File: src/rtl/audio_rec_play_ctrl_if.sv
`default_nettype none
// ============================================================================
// Module      : audio_rec_play_ctrl_if
// Description : Single-port sample RAM bus between the record/playback
//               sequencer (master) and the external RAM (slave).
// Signals     : mem_addr  - RAM address (master -> slave)
//               mem_we    - write enable, one-cycle pulse (master -> slave)
//               mem_wdata - write data (master -> slave)
//               mem_rdata - read data, valid one cycle after the address
//                           (slave -> master)
// Revision    : 1.0 - initial release
// ============================================================================
interface audio_rec_play_ctrl_if #(
  parameter int ADDR_W = 17,
  parameter int DATA_W = 16
);
  logic [ADDR_W-1:0] mem_addr;
  logic              mem_we;
  logic [DATA_W-1:0] mem_wdata;
  logic [DATA_W-1:0] mem_rdata;

  modport master (
    output mem_addr,
    output mem_we,
    output mem_wdata,
    input  mem_rdata
  );

  modport slave (
    input  mem_addr,
    input  mem_we,
    input  mem_wdata,
    output mem_rdata
  );
endinterface
`default_nettype wire

File: src/rtl/audio_rec_play_ctrl.sv
`default_nettype none
// ============================================================================
// Module      : audio_rec_play_ctrl
// Description : Records microphone samples into a single-port sample RAM at
//               the audio sample rate and plays them back on command. Owns
//               the sample-tick divider, RAM address/write enable and the
//               recorded-length register.
// Ports       : clk          - system clock, rising edge
//               rst_n        - asynchronous active-low reset
//               i_btn_rec    - record key (rising edge = command)
//               i_btn_play   - play key (rising edge = command)
//               i_btn_stop   - stop key (rising edge = command)
//               i_mic_in     - current microphone sample
//               mem          - sample RAM bus (master modport)
//               o_audio_out  - playback sample, held between captures
//               o_busy       - high while recording or playing
//               o_done       - one-cycle pulse when REC or PLAY ends
//               o_ledr       - [0]=REC [1]=PLAY [2]=buffer full
//                              [17:3]=top 15 bits of the RAM address
// Options     : LOOP_PLAY_EN - when defined, playback wraps to address 0
//                              after the last recorded sample and runs
//                              until a stop command.
// Revision    : 1.0 - initial release
// ============================================================================
module audio_rec_play_ctrl #(
  parameter int CLK_HZ      = 50000000,
  parameter int SAMPLE_RATE = 48000,
  parameter int DEPTH       = 96000,
  parameter int ADDR_W      = 17,
  parameter int DATA_W      = 16
) (
  input  wire logic              clk,
  input  wire logic              rst_n,
  input  wire logic              i_btn_rec,
  input  wire logic              i_btn_play,
  input  wire logic              i_btn_stop,
  input  wire logic [DATA_W-1:0] i_mic_in,
  audio_rec_play_ctrl_if.master  mem,
  output logic      [DATA_W-1:0] o_audio_out,
  output logic                   o_busy,
  output logic                   o_done,
  output logic      [17:0]       o_ledr
);

  localparam int c_DIV   = CLK_HZ / SAMPLE_RATE;
  localparam int c_CNT_W = (c_DIV > 1) ? $clog2(c_DIV) : 1;
  // One extra bit so a length equal to a power-of-two DEPTH is representable.
  localparam int c_LEN_W = ADDR_W + 1;

  localparam logic [c_CNT_W-1:0] c_CNT_LAST = c_CNT_W'(c_DIV - 1);
  localparam logic [c_LEN_W-1:0] c_DEPTH    = c_LEN_W'(DEPTH);

  typedef enum logic [1:0] {
    S_IDLE = 2'd0,
    S_REC  = 2'd1,
    S_PLAY = 2'd2
  } state_t;

  state_t              r_state;
  logic                r_armed;
  logic                r_rec_q;
  logic                r_play_q;
  logic                r_stop_q;
  logic [c_CNT_W-1:0]  r_cnt;
  logic [c_LEN_W-1:0]  r_idx;
  logic [c_LEN_W-1:0]  r_len;
  logic                r_pend;
  logic [ADDR_W-1:0]   r_mem_addr;
  logic                r_mem_we;
  logic [DATA_W-1:0]   r_mem_wdata;
  logic [DATA_W-1:0]   r_audio;
  logic                r_done;

  logic                w_rec_edge;
  logic                w_play_edge;
  logic                w_stop_edge;
  logic                w_tick;
  logic [c_LEN_W-1:0]  w_idx_nxt;
  logic [14:0]         w_led_addr;

  // The edge detector is armed one cycle after reset so a key that is held
  // through reset only loads its level and never reads as a fresh press.
  assign w_rec_edge  = r_armed & i_btn_rec  & ~r_rec_q;
  assign w_play_edge = r_armed & i_btn_play & ~r_play_q;
  assign w_stop_edge = r_armed & i_btn_stop & ~r_stop_q;

  assign w_tick    = (r_state != S_IDLE) && (r_cnt == c_CNT_LAST);
  assign w_idx_nxt = r_idx + 1'b1;

  always_ff @(posedge clk or negedge rst_n) begin
    if (!rst_n) begin
      r_state     <= S_IDLE;
      r_armed     <= 1'b0;
      r_rec_q     <= 1'b0;
      r_play_q    <= 1'b0;
      r_stop_q    <= 1'b0;
      r_cnt       <= '0;
      r_idx       <= '0;
      r_len       <= '0;
      r_pend      <= 1'b0;
      r_mem_addr  <= '0;
      r_mem_we    <= 1'b0;
      r_mem_wdata <= '0;
      r_audio     <= '0;
      r_done      <= 1'b0;
    end else begin
      r_armed  <= 1'b1;
      r_rec_q  <= i_btn_rec;
      r_play_q <= i_btn_play;
      r_stop_q <= i_btn_stop;
      r_mem_we <= 1'b0;
      r_done   <= 1'b0;
      r_cnt    <= w_tick ? '0 : r_cnt + 1'b1;

      case (r_state)
        S_IDLE: begin
          // Holding the counter at zero here doubles as the clear on entry.
          r_cnt  <= '0;
          r_pend <= 1'b0;
          if (!w_stop_edge) begin
            if (w_rec_edge) begin
              r_state <= S_REC;
              r_idx   <= '0;
              r_audio <= '0;
            end else if (w_play_edge && (r_len != '0)) begin
              r_state <= S_PLAY;
              r_idx   <= '0;
            end
          end
        end

        S_REC: begin
          if (w_stop_edge) begin
            r_len   <= r_idx;
            r_done  <= 1'b1;
            r_state <= S_IDLE;
          end else if (w_tick) begin
            r_mem_we    <= 1'b1;
            r_mem_wdata <= i_mic_in;
            r_mem_addr  <= r_idx[ADDR_W-1:0];
            r_idx       <= w_idx_nxt;
            if (w_idx_nxt == c_DEPTH) begin
              r_len   <= c_DEPTH;
              r_done  <= 1'b1;
              r_state <= S_IDLE;
            end
          end
        end

        S_PLAY: begin
          if (w_stop_edge) begin
            // Any read in flight is dropped; audio_out keeps its value.
            r_pend  <= 1'b0;
            r_done  <= 1'b1;
            r_state <= S_IDLE;
          end else begin
            // Capture is handled before the tick so that, at a divider of
            // one, a new read launched this cycle is not cancelled.
            if (r_pend) begin
              r_pend  <= 1'b0;
              r_audio <= mem.mem_rdata;
              if (w_idx_nxt == r_len) begin
`ifdef LOOP_PLAY_EN
                r_idx <= '0;
`else
                r_done  <= 1'b1;
                r_state <= S_IDLE;
`endif
              end else begin
                r_idx <= w_idx_nxt;
              end
            end
            if (w_tick) begin
              r_mem_addr <= r_idx[ADDR_W-1:0];
              r_pend     <= 1'b1;
            end
          end
        end

        default: begin
          r_state <= S_IDLE;
        end
      endcase
    end
  end

  // Narrow address buses are left-aligned onto the LED field.
  if (ADDR_W >= 15) begin : g_led_addr_slice
    assign w_led_addr = r_mem_addr[ADDR_W-1 -: 15];
  end else begin : g_led_addr_pad
    assign w_led_addr = {r_mem_addr, {(15 - ADDR_W){1'b0}}};
  end

  assign mem.mem_addr  = r_mem_addr;
  assign mem.mem_we    = r_mem_we;
  assign mem.mem_wdata = r_mem_wdata;

  assign o_audio_out = r_audio;
  assign o_done      = r_done;
  assign o_busy      = (r_state != S_IDLE);
  assign o_ledr      = {w_led_addr, (r_len == c_DEPTH),
                        (r_state == S_PLAY), (r_state == S_REC)};

endmodule
`default_nettype wire

File: src/flat_wrapper.sv
// flat-port wrapper written by rule: the top's interface ports become plain ports
module audio_rec_play_ctrl_flat 
#(
  parameter int CLK_HZ      = 50000000,
  parameter int SAMPLE_RATE = 48000,
  parameter int DEPTH       = 96000,
  parameter int ADDR_W      = 17,
  parameter int DATA_W      = 16
)
  (clk, rst_n, i_btn_rec, i_btn_play, i_btn_stop, i_mic_in, o_audio_out, o_busy, o_done, o_ledr, mem_mem_addr, mem_mem_we, mem_mem_wdata, mem_mem_rdata);
  audio_rec_play_ctrl_if #(.ADDR_W(ADDR_W), .DATA_W(DATA_W)) mem_i ();
  input  wire logic clk;
  input  wire logic rst_n;
  input  wire logic i_btn_rec;
  input  wire logic i_btn_play;
  input  wire logic i_btn_stop;
  input  wire logic [DATA_W-1:0] i_mic_in;
  output logic      [DATA_W-1:0] o_audio_out;
  output logic o_busy;
  output logic o_done;
  output logic      [17:0] o_ledr;
  output wire logic [$bits(mem_i.mem_addr)-1:0] mem_mem_addr;
  output wire logic [$bits(mem_i.mem_we)-1:0] mem_mem_we;
  output wire logic [$bits(mem_i.mem_wdata)-1:0] mem_mem_wdata;
  input wire logic [$bits(mem_i.mem_rdata)-1:0] mem_mem_rdata;
  assign mem_mem_addr = mem_i.mem_addr;
  assign mem_mem_we = mem_i.mem_we;
  assign mem_mem_wdata = mem_i.mem_wdata;
  assign mem_i.mem_rdata = mem_mem_rdata;
  audio_rec_play_ctrl #(.CLK_HZ(CLK_HZ), .SAMPLE_RATE(SAMPLE_RATE), .DEPTH(DEPTH), .ADDR_W(ADDR_W), .DATA_W(DATA_W)) u_core (.clk(clk), .rst_n(rst_n), .i_btn_rec(i_btn_rec), .i_btn_play(i_btn_play), .i_btn_stop(i_btn_stop), .i_mic_in(i_mic_in), .mem(mem_i), .o_audio_out(o_audio_out), .o_busy(o_busy), .o_done(o_done), .o_ledr(o_ledr));
endmodule
File: config.mk
export PLATFORM = sky130hd
export DESIGN_NAME = audio_rec_play_ctrl_flat
export DESIGN_NICKNAME = d
export VERILOG_FILES = /design/src/rtl/audio_rec_play_ctrl_if.sv /design/src/rtl/audio_rec_play_ctrl.sv /design/src/flat_wrapper.sv
export SDC_FILE = /design/constraint.sdc
export NUM_CORES = 1
export LEC_CHECK = 0
export CORE_AREA = 2 2 153 155
export CTS_CLUSTER_DIAMETER = 30
export CTS_CLUSTER_SIZE = 24
export DETAILED_ROUTE_END_ITERATION = 10
export DIE_AREA = 0 0 155 157
export HOLD_SLACK_MARGIN = 0.12
export PLACE_DENSITY = 0.56
export RECOVER_POWER = 25
export SYNTH_ARGS = -nofsm -noshare
export SYNTH_HDL_FRONTEND = slang
export SYNTH_SLANG_ARGS = --single-unit
File: constraint.sdc
create_clock -name clk -period 3 [get_ports clk]
set_clock_uncertainty 0.1 [all_clocks]
set_input_delay 0.45 -clock clk [delete_from_list [all_inputs] [get_ports clk]]
set_output_delay 0.45 -clock clk [all_outputs]
set_load 0.02 [all_outputs]
# ---- Word level (Yosys, flattened, before mapping)
# Cells that the tools add are included.
dict set report word_totals {
  input_bits 37
  register_bits 105
  elab_cells 100
  output_inout_bits 70
}
dict set report op_classes {
  n_addsub 2
  n_eq_ne 18
  reduce_logical 16
  bitwise 10
  n_mux 40
}
# operator n
set op_table {}
lappend op_table {{2-to-1 mux 18 bit} 11}
lappend op_table {{2-to-1 mux 16 bit} 4}
lappend op_table {{one-hot mux 18 bit (3 select lines)} 1}
lappend op_table {{== test 18 x 17 -> 1 bit, second input constant} 2}
lappend op_table {{one-hot mux 16 bit (2 select lines)} 1}
lappend op_table {{2-to-1 mux 11 bit} 2}
lappend op_table {{adder 18 x 1 -> 18 bit, second input constant} 1}
lappend op_table {{== test 18 bit} 1}
lappend op_table {{2-to-1 mux 2 bit} 9}
lappend op_table {{nonzero test 18 bit} 1}
lappend op_table {{inequality test 3 x 1 -> 1 bit, second input constant} 5}
lappend op_table {{adder 11 x 1 -> 11 bit, second input constant} 1}
lappend op_table {{== test 11 bit, second input constant} 1}
lappend op_table {{2-to-1 mux 1 bit} 9}
lappend op_table {{AND reduction 3 bit} 3}
lappend op_table {{inequality test 2 bit, second input constant} 4}
lappend op_table {{AND reduction 8 bit} 1}
lappend op_table {{nonzero test 2 bit} 4}
lappend op_table {{AND 1 bit} 6}
lappend op_table {{inequality test 2 x 1 -> 1 bit, second input constant} 3}
lappend op_table {{one-hot mux 2 bit (3 select lines)} 1}
lappend op_table {{AND reduction 6 bit} 1}
lappend op_table {{AND reduction 5 bit} 1}
lappend op_table {{inverter 1 bit} 4}
lappend op_table {{other kinds (7)} 9}

# ---- Logic depth before layout (Yosys ltp)
# Gate-level depths: netlist of run 1.
dict set report depth {
  ltp_word 7
  ltp_mapped 12
  depth_no_buf 10
}

# ---- Worst setup path after synthesis of run 1
# Ideal clock, no wire load.
dict set report synth_timing {
  kind {reg2reg}
  from {register u_core.r_idx[10]}
  to {register u_core.r_state[0]}
  stages_incl_launch_ff 10
  setup_time_ns 0.125
  n_path_buf 1
  required_time_ns 2.775
  path_slack_ns 0.103
  synth_period_minus_slack_ns 2.897
  arrival_time_ns 2.672
  cell_sequence {dfrtp_1 clkbuf_2 nand4_2 or4_4 xnor2_1 or4b_2 nor2_1 a311oi_1 nor3_2 mux2_4}
}
dict set report synth_between {
  elab_chain_cells 4
  elab_cells_between_ends 6
  classes_between {add/sub: 1; eq/ne: 4; reduce/logical: 1}
}
# item line_no
set synth_lines {}
lappend synth_lines {{start, declared} audio_rec_play_ctrl.sv:65} ;# logic [c_LEN_W-1:0] r_idx;
lappend synth_lines {{start signal, assigned} audio_rec_play_ctrl.sv:141} ;# r_idx <= w_idx_nxt;
lappend synth_lines {{start signal, assigned} audio_rec_play_ctrl.sv:170} ;# r_idx <= w_idx_nxt;
lappend synth_lines {{adder 18 x 1 -> 18 bit (*)} audio_rec_play_ctrl.sv:88} ;# assign w_idx_nxt = r_idx + 1'b1;
lappend synth_lines {{== test 18 bit / == test 18 x 17 -> 1 bit (equally long branches)} {audio_rec_play_ctrl.sv:162, audio_rec_play_ctrl.sv:142}}
lappend synth_lines {{inequality test 3 x 1 -> 1 bit (no line)} n/a}
lappend synth_lines {{AND reduction 6 bit (no line) (*)} n/a}
lappend synth_lines {{end signal, assigned} audio_rec_play_ctrl.sv:92} ;# r_state <= S_IDLE;
lappend synth_lines {{end signal, assigned} audio_rec_play_ctrl.sv:167} ;# r_state <= S_IDLE;
lappend synth_lines {{end signal, assigned} audio_rec_play_ctrl.sv:181} ;# r_state <= S_IDLE;
lappend synth_lines {{end, declared} audio_rec_play_ctrl.sv:59} ;# state_t r_state;
# Mark *: on every way between the ends. The rest lies on a longest branch, timed or not.
# A chain may end at the register's enable or synchronous reset.

# ---- Worst setup path after layout of run 1
dict set report layout_timing {
  from {register u_core.r_idx[1]}
  to {register u_core.r_idx[16]}
}
dict set report layout_between {
  elab_chain_cells 5
  elab_cells_between_ends 10
  classes_between {add/sub: 1; eq/ne: 2; mux: 6; reduce/logical: 1}
}
# item line_no
set layout_lines {}
lappend layout_lines {{adder 18 x 1 -> 18 bit (*)} audio_rec_play_ctrl.sv:88}
lappend layout_lines {{parallel branches: the longest is 4 deep, another holds == test 18 bit} n/a}
# Every way passes the cells marked *. The select of a mux whose other input is x is not followed.

==> results of run 1 <==
-- power breakdown --
group	switching [mW]	internal [mW]
Clock	0.560	0.736
Sequential	0.281	1.66
Combinational	1.68	1.23
Total	2.52	3.62
-- timing repair --
action	CTS	global route
endpoints found under the setup margin	9	39
pin swaps	1	6
cloned	0	2
gates resized for setup	4	20
endpoints found under the hold margin	38	0
buffers inserted	0	3
hold buffers	1	0
-- metal layers --
layer	GRT usage (%)	share of wire [%]	wire [um]
met2	20.8	47	7800
met4	4.72	1.5	249
met1	18.9	47	7780
met5	0	0	0
met3	2.12	4.7	782
-- cell usage in the layout, fill, tap and decap left out, drive strengths merged, types with 3 or more instances in the layout --
master / instances
clkbuf: 13
dlygate4sd3: 4
mux2i: 13
nor4: 18
o21ai: 24
a31oi: 3
o211ai: 4
a2bb2oi: 5
nand3: 26
o21a: 4
xor2: 16
ha: 6
nor3: 17
nor2: 32
nor2b: 3
a21oi: 15
xnor2: 16
and2: 6
or3: 4
nand2: 46
dfrtp: 105
nand4: 12
inv: 21
buf: 60
clkdlybuf4s50: 101
a22o: 27
or4: 3
mux2: 25
o22ai: 7
and3: 6
-- worst register-to-register path, stage by stage, from the launching register on --
cell	delay [ps]
dfrtp_1	360
ha_2	220
buf_6	140
nor4bb_1	200
a2111oi_0	110
buf_4	170
a311oi_2	300
o2111ai_1	190
nor4_2	300
buf_4	170
a31oi_4	140
buf_6	180
clkbuf_16	160
nand4_1	90
o21ai_1	70
-- synth_stat cells, drive strengths merged, types with 16 or more instances --
master and count:
o21ai 24, nand3 26, xor2 16, nor4 18, nor3 17, dfrtp 105
nand2 46, mux2 25, a22o 27, inv 20, buf 33, xnor2 16
nor2 32, clkbuf 19
-- cell type report --
| type | count | area [um^2] | share of cell area, % |
|---|---|---|---|
| Clock inverter | 6 | 90.1 | 1.18 |
| Multi-Input combinational cell | 371 | 2690 | 35.1 |
| Tap cell | 285 | 357 | 4.65 |
| Clock buffer | 10 | 229 | 2.99 |
| Timing Repair Buffer | 169 | 1590 | 20.8 |
| Inverter | 20 | 75.1 | 0.980 |
| Sequential cell | 105 | 2630 | 34.3 |
-- worst paths after layout --
check | end | depth (start not counted) | from | slack [ps]
setup / recovery | u_core.r_idx[16]$_DFFE_PN0P_ | 14 | u_core.r_idx[1]$_DFFE_PN0P_ | -30
hold / removal | u_core.mem.mem_addr[1]$_DFFE_PN0P_ | 2 | u_core.mem.mem_addr[1]$_DFFE_PN0P_ | 390
setup reg to reg | u_core.r_idx[16]$_DFFE_PN0P_ | 14 | u_core.r_idx[1]$_DFFE_PN0P_ | -30
hold reg to reg | u_core.mem.mem_addr[1]$_DFFE_PN0P_ | 2 | u_core.mem.mem_addr[1]$_DFFE_PN0P_ | 390
max in group asynchronous | u_core.o_audio_out[13]$_DFFE_PN0P_ | 3 | rst_n | 500
min in group asynchronous | u_core.r_idx[7]$_DFFE_PN0P_ | 2 | rst_n | 710
-- stage by stage --
step | setup WS, ps | area (um^2)
after floorplan | 103 | 5600
after global routing | -115 | 7660
after global placement | -78.7 | 7160
final | -33.4 | 7660
after detailed placement | -20.6 | 7160
after CTS | 5.73 | 7520
-- registers in the layout (all words and copies together), names as in the netlist --
register / count
u_core.mem.mem_wdata: 16
u_core.o_done: 1
u_core.r_state: 2
u_core.r_rec_q: 1
u_core.r_idx: 18
u_core.mem.mem_we: 1
u_core.r_play_q: 1
u_core.r_armed: 1
u_core.r_pend: 1
u_core.r_stop_q: 1
u_core.r_cnt: 11
u_core.mem.mem_addr: 17
u_core.o_audio_out: 16
u_core.r_len: 18
-- cell families after synthesis --
| family | Yosys count | share of synthesized area (%) |
|---|---|---|
| simple gates | 186 | 17.9 |
| compound gates | 107 | 14.0 |
| flops | 105 | 46.9 |
| buf+inv | 72 | 6.94 |
| mux | 38 | 7.41 |
| xor+xnor | 33 | 5.40 |
| fa+ha+maj | 6 | 1.34 |
| other cells | 1 | 0.0669 |
==> run_results.csv, run 1 <==
group,metric,value,unit
power,report.power.total,6.15,mW
clock_network,h-tree-depth,3,
final_layout,final_util,34.1,%
logic_synthesis,synth-async-reset-ratio,100,%
sta,slew_viol_final,0,
clock_network,cts-root-buf,"clkbuf_16",
worst_setup_path,cp.required,3140,ps
worst_setup_path,crit_type,"reg2reg",
final_layout,drive_gt1_share,20.1,%
logic_synthesis,synth-edff-count,0,
worst_setup_path,slowest_delay,360,ps
outcome,violations,"negative setup slack",
clock_network,clockBufferDepth,2,
sta,max_freq,330,MHz
clock_network,clock_latency,360,ps
clock_network,tritoncts,"yes",
worst_setup_path,cp-start-kind,"register",
grt,grt_pass1_wl,25400,um
grt,grt_pass1_vias,4426,
logic_synthesis,yosysUniqueCellTypes,72,
floorplanning,die_area,0.0243,mm^2
power,power.density,802,mW/mm^2
worst_setup_path,cp-end-kind,"register",
logic_synthesis,ys_ff_latch,105,
grt,grt_max_degree,44,
sta,period_minus_slack,3030,ps
place,gp_congestion,0.891,
final_layout,antennaDiodeCount,0,
logic_synthesis,yosys-top-cells-area,"dfrtp_1 (47%), mux2_2 (4.8%), a22o_1 (4.2%)",
min_path,hp-class,"reg2reg",
routing,drt_iter0_markers,287,
final_layout,area_delta_synth_final,36.8,%
sta,timing.setup.tns,-67.5,ps
grt,grt_overflow,0,
power,peakVddDrop,0.293,mV
grt,antenna_found_initial,0,
sta,setup_ws,-33.4,ps
final_layout,fill_cells,2220,
sta,worstMarginPinSlew,1040,ps
routing,num_vias,4634,
sta,finalCritPeriodShare,101,%
place,portBuffers,106,
floorplanning,rows,55,
floorplanning,coreArea,0.0225,mm^2
sta,slew_headroom,30.6,%
routing,via_per_inst,4.80,
outcome,status,"complete, but fails checks",
floorplanning,die_w,155,um
logic_synthesis,synth_top_area_share,46.9,%
worst_setup_path,cp.arrival,3170,ps
floorplanning,die_y,157,um
place,dp_hpwl,11800,um
routing,dr.pass1.iters,4,
place,place_inst,944,
final_layout,layout.cells.non_filler,966,
logic_synthesis,syn_inst,548,
sta,hold-worst-slack,395,ps
clock_network,clk_pin_slew,70,ps
clock_network,clock_sinks,105,
sta,rsz0062_at_grt,"yes",
worst_setup_path,cp_num_buf_inv,5,
routing,wl,16600,um
logic_synthesis,avgSynthCellArea,10.2,um^2
worst_setup_path,slowest_stage,"dfrtp_1",
logic_synthesis,ys_warn_count,0,
logic_synthesis,syn_area,0.00560,mm^2
floorplanning,start_util,24.9,%
logic_synthesis,yosysTopAreaCell,"dfrtp_1",
grt,gr-usage-all-layers,13.4,%
final_layout,layout.nets,719,
floorplanning,pin_count,107,
run,drv_cap,0,
logic_synthesis,synth_ff_type,"dfrtp_1",
power,p_leak,3.29,nW
clock_network,numCtsBuffers,9,
sta,hold_viol,0,
routing,drc,0,
logic_synthesis,synth_fp_nets,591,
worst_setup_path,cp_top_family,"buffers and inverters",
routing,ant_nets,0,
routing,wire_per_inst,17.2,um
worst_setup_path,crit_fanout,12,
worst_setup_path,worstPathCellList,"ha_2 > buf_6 > nor4bb_1 > a2111oi_0 > buf_4 > a311oi_2 > o2111ai_1 > nor4_2 > buf_4 > a31oi_4 > buf_6 > clkbuf_16 > nand4_1 > o21ai_1",
logic_synthesis,yosysSeqAreaShare,46.9,%
sta,setup_viol,3,
Power figures use the tool's default switching activity.
==> inputs of run 2 (changes only) <==
--- a/config.mk
+++ b/config.mk
@@ -11,7 +11,7 @@
 export DETAILED_ROUTE_END_ITERATION = 10
 export DIE_AREA = 0 0 155 157
 export HOLD_SLACK_MARGIN = 0.12
-export PLACE_DENSITY = 0.56
+export PLACE_DENSITY = 0.54
 export RECOVER_POWER = 25
 export SYNTH_ARGS = -nofsm -noshare
 export SYNTH_HDL_FRONTEND = slang
==> constraint.sdc (replaced) <==
create_clock -name clk -period 3.6 [get_ports clk]
set_clock_uncertainty 0.1 [all_clocks]
set_input_delay 0.54 -clock clk [delete_from_list [all_inputs] [get_ports clk]]
set_output_delay 0.54 -clock clk [all_outputs]
set_load 0.02 [all_outputs]
==> run_results.csv, run 2 (synthesized netlist as in run 1, its figures left out) <==
group,metric,value,unit
outcome,status,"complete, but fails checks",
outcome,violations,"max-capacitance violations, max-slew violations",
worst_setup_path,crit_fanout,9,
routing,drt_iter0_markers,350,
worst_setup_path,r2r_cells,9,
worst_setup_path,cp-end-kind,"register",
routing,dr.pass1.iters,4,
power,switchingPower,1.94,mW
min_path,min-delay-start,"u_core.mem.mem_addr[1]$_DFFE_PN0P_",
floorplanning,pin_count,107,
sta,worstMarginPinSlew,2210,ps
sta,hold-worst-slack,397,ps
place,dp_hpwl,11200,um
final_layout,fin_area,0.00721,mm^2
grt,grt_pass1_wl,24800,um
grt,grt_overflow,0,
sta,slew_viol_final,42,
power,p_comb_share,42.6,%
sta,timing.setup.tns,0,ps
run,drv_cap,1,
power,p_int,2.67,mW
worst_setup_path,reg2reg_slack,300,ps
power,switching_share,42.1,%
grt,antenna_found_initial,0,
floorplanning,start_util,24.9,%
routing,wire_per_inst,16.6,um
min_path,hold_end,"u_core.mem.mem_addr[1]$_DFFE_PN0P_",
routing,ant_nets,0,
worst_setup_path,cp-start-kind,"register",
power,power.density,639,mW/mm^2
clock_network,tritoncts,"yes",
routing,wl,15500,um
final_layout,final_common_cell,"dfrtp_1",
clock_network,h-tree-depth,3,
final_layout,final_util,32.1,%
sta,slew_headroom,-47.3,%
floorplanning,die_area,0.0243,mm^2
place,place_ws,296,ps
sta,setup_ws,303,ps
worst_setup_path,cp.required,3740,ps
final_layout,antennaDiodeCount,0,
worst_setup_path,r2r-start,"u_core.r_idx[0]$_DFFE_PN0P_",
floorplanning,coreArea,0.0225,mm^2
sta,hold_viol,0,
clock_network,clk_pin_slew,80,ps
place,gp_congestion,0.861,
sta,max_freq,303,MHz
worst_setup_path,cp_num_buf_inv,0,
grt,grt_max_degree,42,
sta,finalCritPeriodShare,91.6,%
final_layout,layout.cells.non_filler,930,
clock_network,clock_sinks,105,
routing,num_vias,4389,
clock_network,cts-root-buf,"clkbuf_16",
floorplanning,die_y,157,um
worst_setup_path,r2r_end,"u_core.r_state[0]$_DFFE_PN0P_",
grt,grt_pass1_vias,4314,
worst_setup_path,cp.arrival,3440,ps
power,seqPwrFrac,36.1,%
sta,period_minus_slack,3300,ps
sta,setup_viol,0,
place,portBuffers,106,
routing,drc,0,
clock_network,clockBufferDepth,2,
sta,rsz0062_at_grt,"no",
worst_setup_path,slowest_delay,520,ps
final_layout,area_delta_synth_final,28.7,%
worst_setup_path,crit_type,"reg2reg",
routing,via_per_inst,4.72,
clock_network,cts-resized-gates,0,
final_layout,mostFrequentLayoutCells,"dfrtp_1 (105), clkdlybuf4s50_1 (102), nand2_1 (46)",
min_path,hold_depth,2,
clock_network,numCtsBuffers,9,
place,post_dp_cell_area,0.00692,mm^2
worst_setup_path,slowest_stage,"dfrtp_1",
power,clkPwrFrac,21.3,%
grt,gr-usage-all-layers,13.1,%
worst_setup_path,cp_top_family,"simple AND/OR/NAND/NOR gates",
final_layout,layout.nets,683,
final_layout,drive_gt1_share,13.2,%
min_path,hp-class,"reg2reg",
clock_network,clock_latency,360,ps
power,peakVddDrop,0.331,mV
power,report.power.total,4.61,mW
worst_setup_path,worstPathCellList,"ha_1 > nand3_1 > nor4_2 > xnor2_1 > or4bb_1 > nor4_1 > a21oi_1 > nor3_2 > mux2_4",
floorplanning,rows,55,
power,p_leak,3.05,nW
floorplanning,die_w,155,um
place,place_inst,913,
[run 2: how the worst max path moves through the flow]
| stage | startpoint | endpoint | slack, ps | depth (start not counted) |
|---|---|---|---|---|
| after global routing | u_core.r_idx[0]$_DFFE_PN0P_ | u_core.r_idx[7]$_DFFE_PN0P_ | 40 | 11 |
| final | u_core.r_idx[0]$_DFFE_PN0P_ | u_core.r_state[0]$_DFFE_PN0P_ | 300 | 9 |
| after detailed placement | u_core.r_idx[0]$_DFFE_PN0P_ | u_core.r_state[0]$_DFFE_PN0P_ | 300 | 9 |
| after floorplan | u_core.r_idx[10]$_DFFE_PN0P_ | u_core.r_state[0]$_DFFE_PN0P_ | 700 | 9 |
| after CTS | u_core.r_idx[0]$_DFFE_PN0P_ | u_core.r_state[0]$_DFFE_PN0P_ | 280 | 9 |
| after global placement | u_core.r_idx[0]$_DFFE_PN0P_ | u_core.r_state[0]$_DFFE_PN0P_ | 350 | 9 |
[run 2: metal layers]
layer,routed length (um),GRT usage (%),up-vias
met1,7260,18.5,2126
met4,374,5.82,0
met5,0,0,-
li1,-,-,2140
met2,7270,19.9,99
met3,581,1.95,24
[run 2: power groups by stage]
stage | registers (mW) | logic, mW | clock network [mW]
2_1_floorplan | 1.55 | 1.46 | 0
3_3_place_gp | 1.68 | 1.97 | 0
3_5_place_dp | 1.68 | 1.98 | 0
4_1_cts | 1.66 | 1.98 | 1.01
5_1_grt | 1.70 | 2.19 | 1.07
6_report | 1.66 | 1.96 | 0.982
[run 2: worst min-delay path, cell delays in order (launching register included)]
cell and delay [ps]:
dfrtp_1 350, nand2_1 50, o21ai_0 60
[run 2: what timing repair did]
action / 4_1_cts / 5_1_grt
hold buffers: 1 / 0
buffers inserted: 0 / 0
hold endpoints to repair: 39 / 0
[run 2: final cells by class]
type / instances / area [um^2]
Sequential cell: 105 / 2630
Clock buffer: 10 / 239
Multi-Input combinational cell: 371 / 2590
Tap cell: 285 / 357
Fill cell: 2286 / 15300
Timing Repair Buffer: 133 / 1270
Inverter: 20 / 75.1
Clock inverter: 6 / 50.0
==> inputs of run 3 (changes only) <==
--- a/config.mk
+++ b/config.mk
@@ -6,13 +6,15 @@
 export NUM_CORES = 1
 export LEC_CHECK = 0
 export CORE_AREA = 2 2 153 155
-export CTS_CLUSTER_DIAMETER = 30
+export CTS_CLUSTER_DIAMETER = 150
 export CTS_CLUSTER_SIZE = 24
 export DETAILED_ROUTE_END_ITERATION = 10
 export DIE_AREA = 0 0 155 157
+export GPL_TIMING_DRIVEN = 0
 export HOLD_SLACK_MARGIN = 0.12
 export PLACE_DENSITY = 0.54
 export RECOVER_POWER = 25
+export SKIP_CTS_REPAIR_TIMING = 1
 export SYNTH_ARGS = -nofsm -noshare
 export SYNTH_HDL_FRONTEND = slang
 export SYNTH_SLANG_ARGS = --single-unit
==> run_results.csv, run 3 (synthesized netlist as in run 1, its figures left out) <==
group,metric,value,unit
floorplanning,die_area,0.0243,mm^2
sta,setup_viol,0,
floorplanning,start_util,24.9,%
routing,ant_nets,0,
routing,via_per_inst,4.72,
final_layout,antennaDiodeCount,0,
clock_network,cts-root-buf,"clkbuf_16",
floorplanning,pin_count,107,
outcome,violations,"max-capacitance violations, max-slew violations",
routing,wire_per_inst,16.6,um
routing,drt_iter0_markers,329,
grt,antenna_found_initial,0,
routing,dr.pass1.iters,4,
final_layout,final_common_cell,"dfrtp_1",
final_layout,layout.nets,710,
run,drv_cap,1,
clock_network,h-tree-depth,3,
floorplanning,die_y,157,um
worst_setup_path,cp-end-kind,"register",
worst_setup_path,cp-start-kind,"register",
sta,max_freq,291,MHz
grt,grt_pass1_vias,4291,
min_path,hp-class,"reg2reg",
worst_setup_path,cp.required,3740,ps
grt,grt_pass1_wl,24900,um
power,peakVddDrop,0.247,mV
sta,worstMarginPinSlew,2100,ps
clock_network,clockBufferDepth,2,
final_layout,layout.cells.non_filler,957,
power,p_leak,3.13,nW
power,power.density,637,mW/mm^2
floorplanning,rows,55,
outcome,status,"complete, but fails checks",
final_layout,mostFrequentLayoutCells,"dfrtp_1 (104), clkdlybuf4s50_1 (102), nand2_1 (46)",
place,portBuffers,106,
final_layout,area_delta_synth_final,31.4,%
worst_setup_path,cp.arrival,3580,ps
place,place_inst,940,
final_layout,drive_gt1_share,14.4,%
sta,hold-worst-slack,389,ps
place,dp_hpwl,11700,um
routing,drc,0,
place,post_dp_cell_area,0.00705,mm^2
clock_network,clock_sinks,105,
clock_network,clk_pin_slew,70,ps
sta,period_minus_slack,3440,ps
worst_setup_path,crit_fanout,10,
clock_network,numCtsBuffers,9,
floorplanning,coreArea,0.0225,mm^2
sta,slew_headroom,-40.1,%
grt,grt_max_degree,68,
sta,hold_viol,0,
clock_network,clock_latency,360,ps
final_layout,fin_area,0.00736,mm^2
grt,gr-usage-all-layers,13.1,%
worst_setup_path,crit_type,"reg2reg",
routing,wl,15900,um
grt,grt_overflow,0,
sta,finalCritPeriodShare,95.6,%
sta,slew_viol_final,40,
clock_network,tritoncts,"yes",
place,gp_congestion,0.878,
floorplanning,die_w,155,um
routing,num_vias,4513,
sta,rsz0062_at_grt,"no",
==> run 3: cell types whose count changed in the layout (fill, tap and decap cells not counted), moves of 2 or more <==
cell      change
buf_2         +8
buf_4         -5
buf_6         +5
clkbuf_1     +17
clkbuf_2      +2
nor4_1        -2
==> run 3: routing by layer <==
metal  up-vias  global-route usage, %  wire [um]
li1       2191                      -          -
met1      2192                   18.0       7410
met2       108                   20.6       7480
met3        22                   2.34        628
met4         0                   4.63        339
met5         -                      0          0
==> run 3: report_power, final <==
part,internal (mW),switching [mW]
Sequential,1.38,0.219
Combinational,0.774,1.29
Clock,0.547,0.482
==> run 3: final timing paths <==
path / slack, ps / startpoint / end / cells past startpoint
max in group asynchronous: 650 / rst_n / u_core.r_idx[1]$_DFFE_PN0P_ / 3
setup / recovery: 160 / u_core.r_idx[1]$_DFFE_PN0P_ / u_core.r_state[0]$_DFFE_PN0P_ / 11
hold reg to reg: 390 / u_core.mem.mem_addr[1]$_DFFE_PN0P_ / u_core.mem.mem_addr[1]$_DFFE_PN0P_ / 2
hold / removal: 390 / u_core.mem.mem_addr[1]$_DFFE_PN0P_ / u_core.mem.mem_addr[1]$_DFFE_PN0P_ / 2
min in group asynchronous: 1220 / rst_n / u_core.r_cnt[5]$_DFF_PN0_ / 2
setup reg to reg: 160 / u_core.r_idx[1]$_DFFE_PN0P_ / u_core.r_state[0]$_DFFE_PN0P_ / 11
==> run 3: through the flow <==
step	setup WS (ps)	total power, mW	setup TNS [ps]	utilization, %
after global placement	-2540	3.66	-267560	31.2
final	160	4.69	0	32.7
after global routing	13.5	5.02	0	32.7
after CTS	-95.2	4.71	-611	32.7
after floorplan	703	3.01	0	-
after detailed placement	-69.9	3.66	-374	31.3
==> run 3: critical path, stage by stage (launching register included) <==
cell and delay (ps):
dfrtp_2 460, ha_1 190, buf_2 180, nand3_1 220, clkbuf_4 290, nor4_1 70, o21ai_0 300, or4b_2 610
nor2_1 140, a311oi_1 140, nor3_2 300, mux2_4 330
==> run 3: area by class of cell <==
class,instances,area (um^2)
tap,285,357
sequential,105,2630
timing repair buffer,108,1080
inverter,20,75.1
multi-input combinational,371,2610
clock buffer,9,225
fill,2273,15100
buffer,52,317
clock inverter,7,78.8
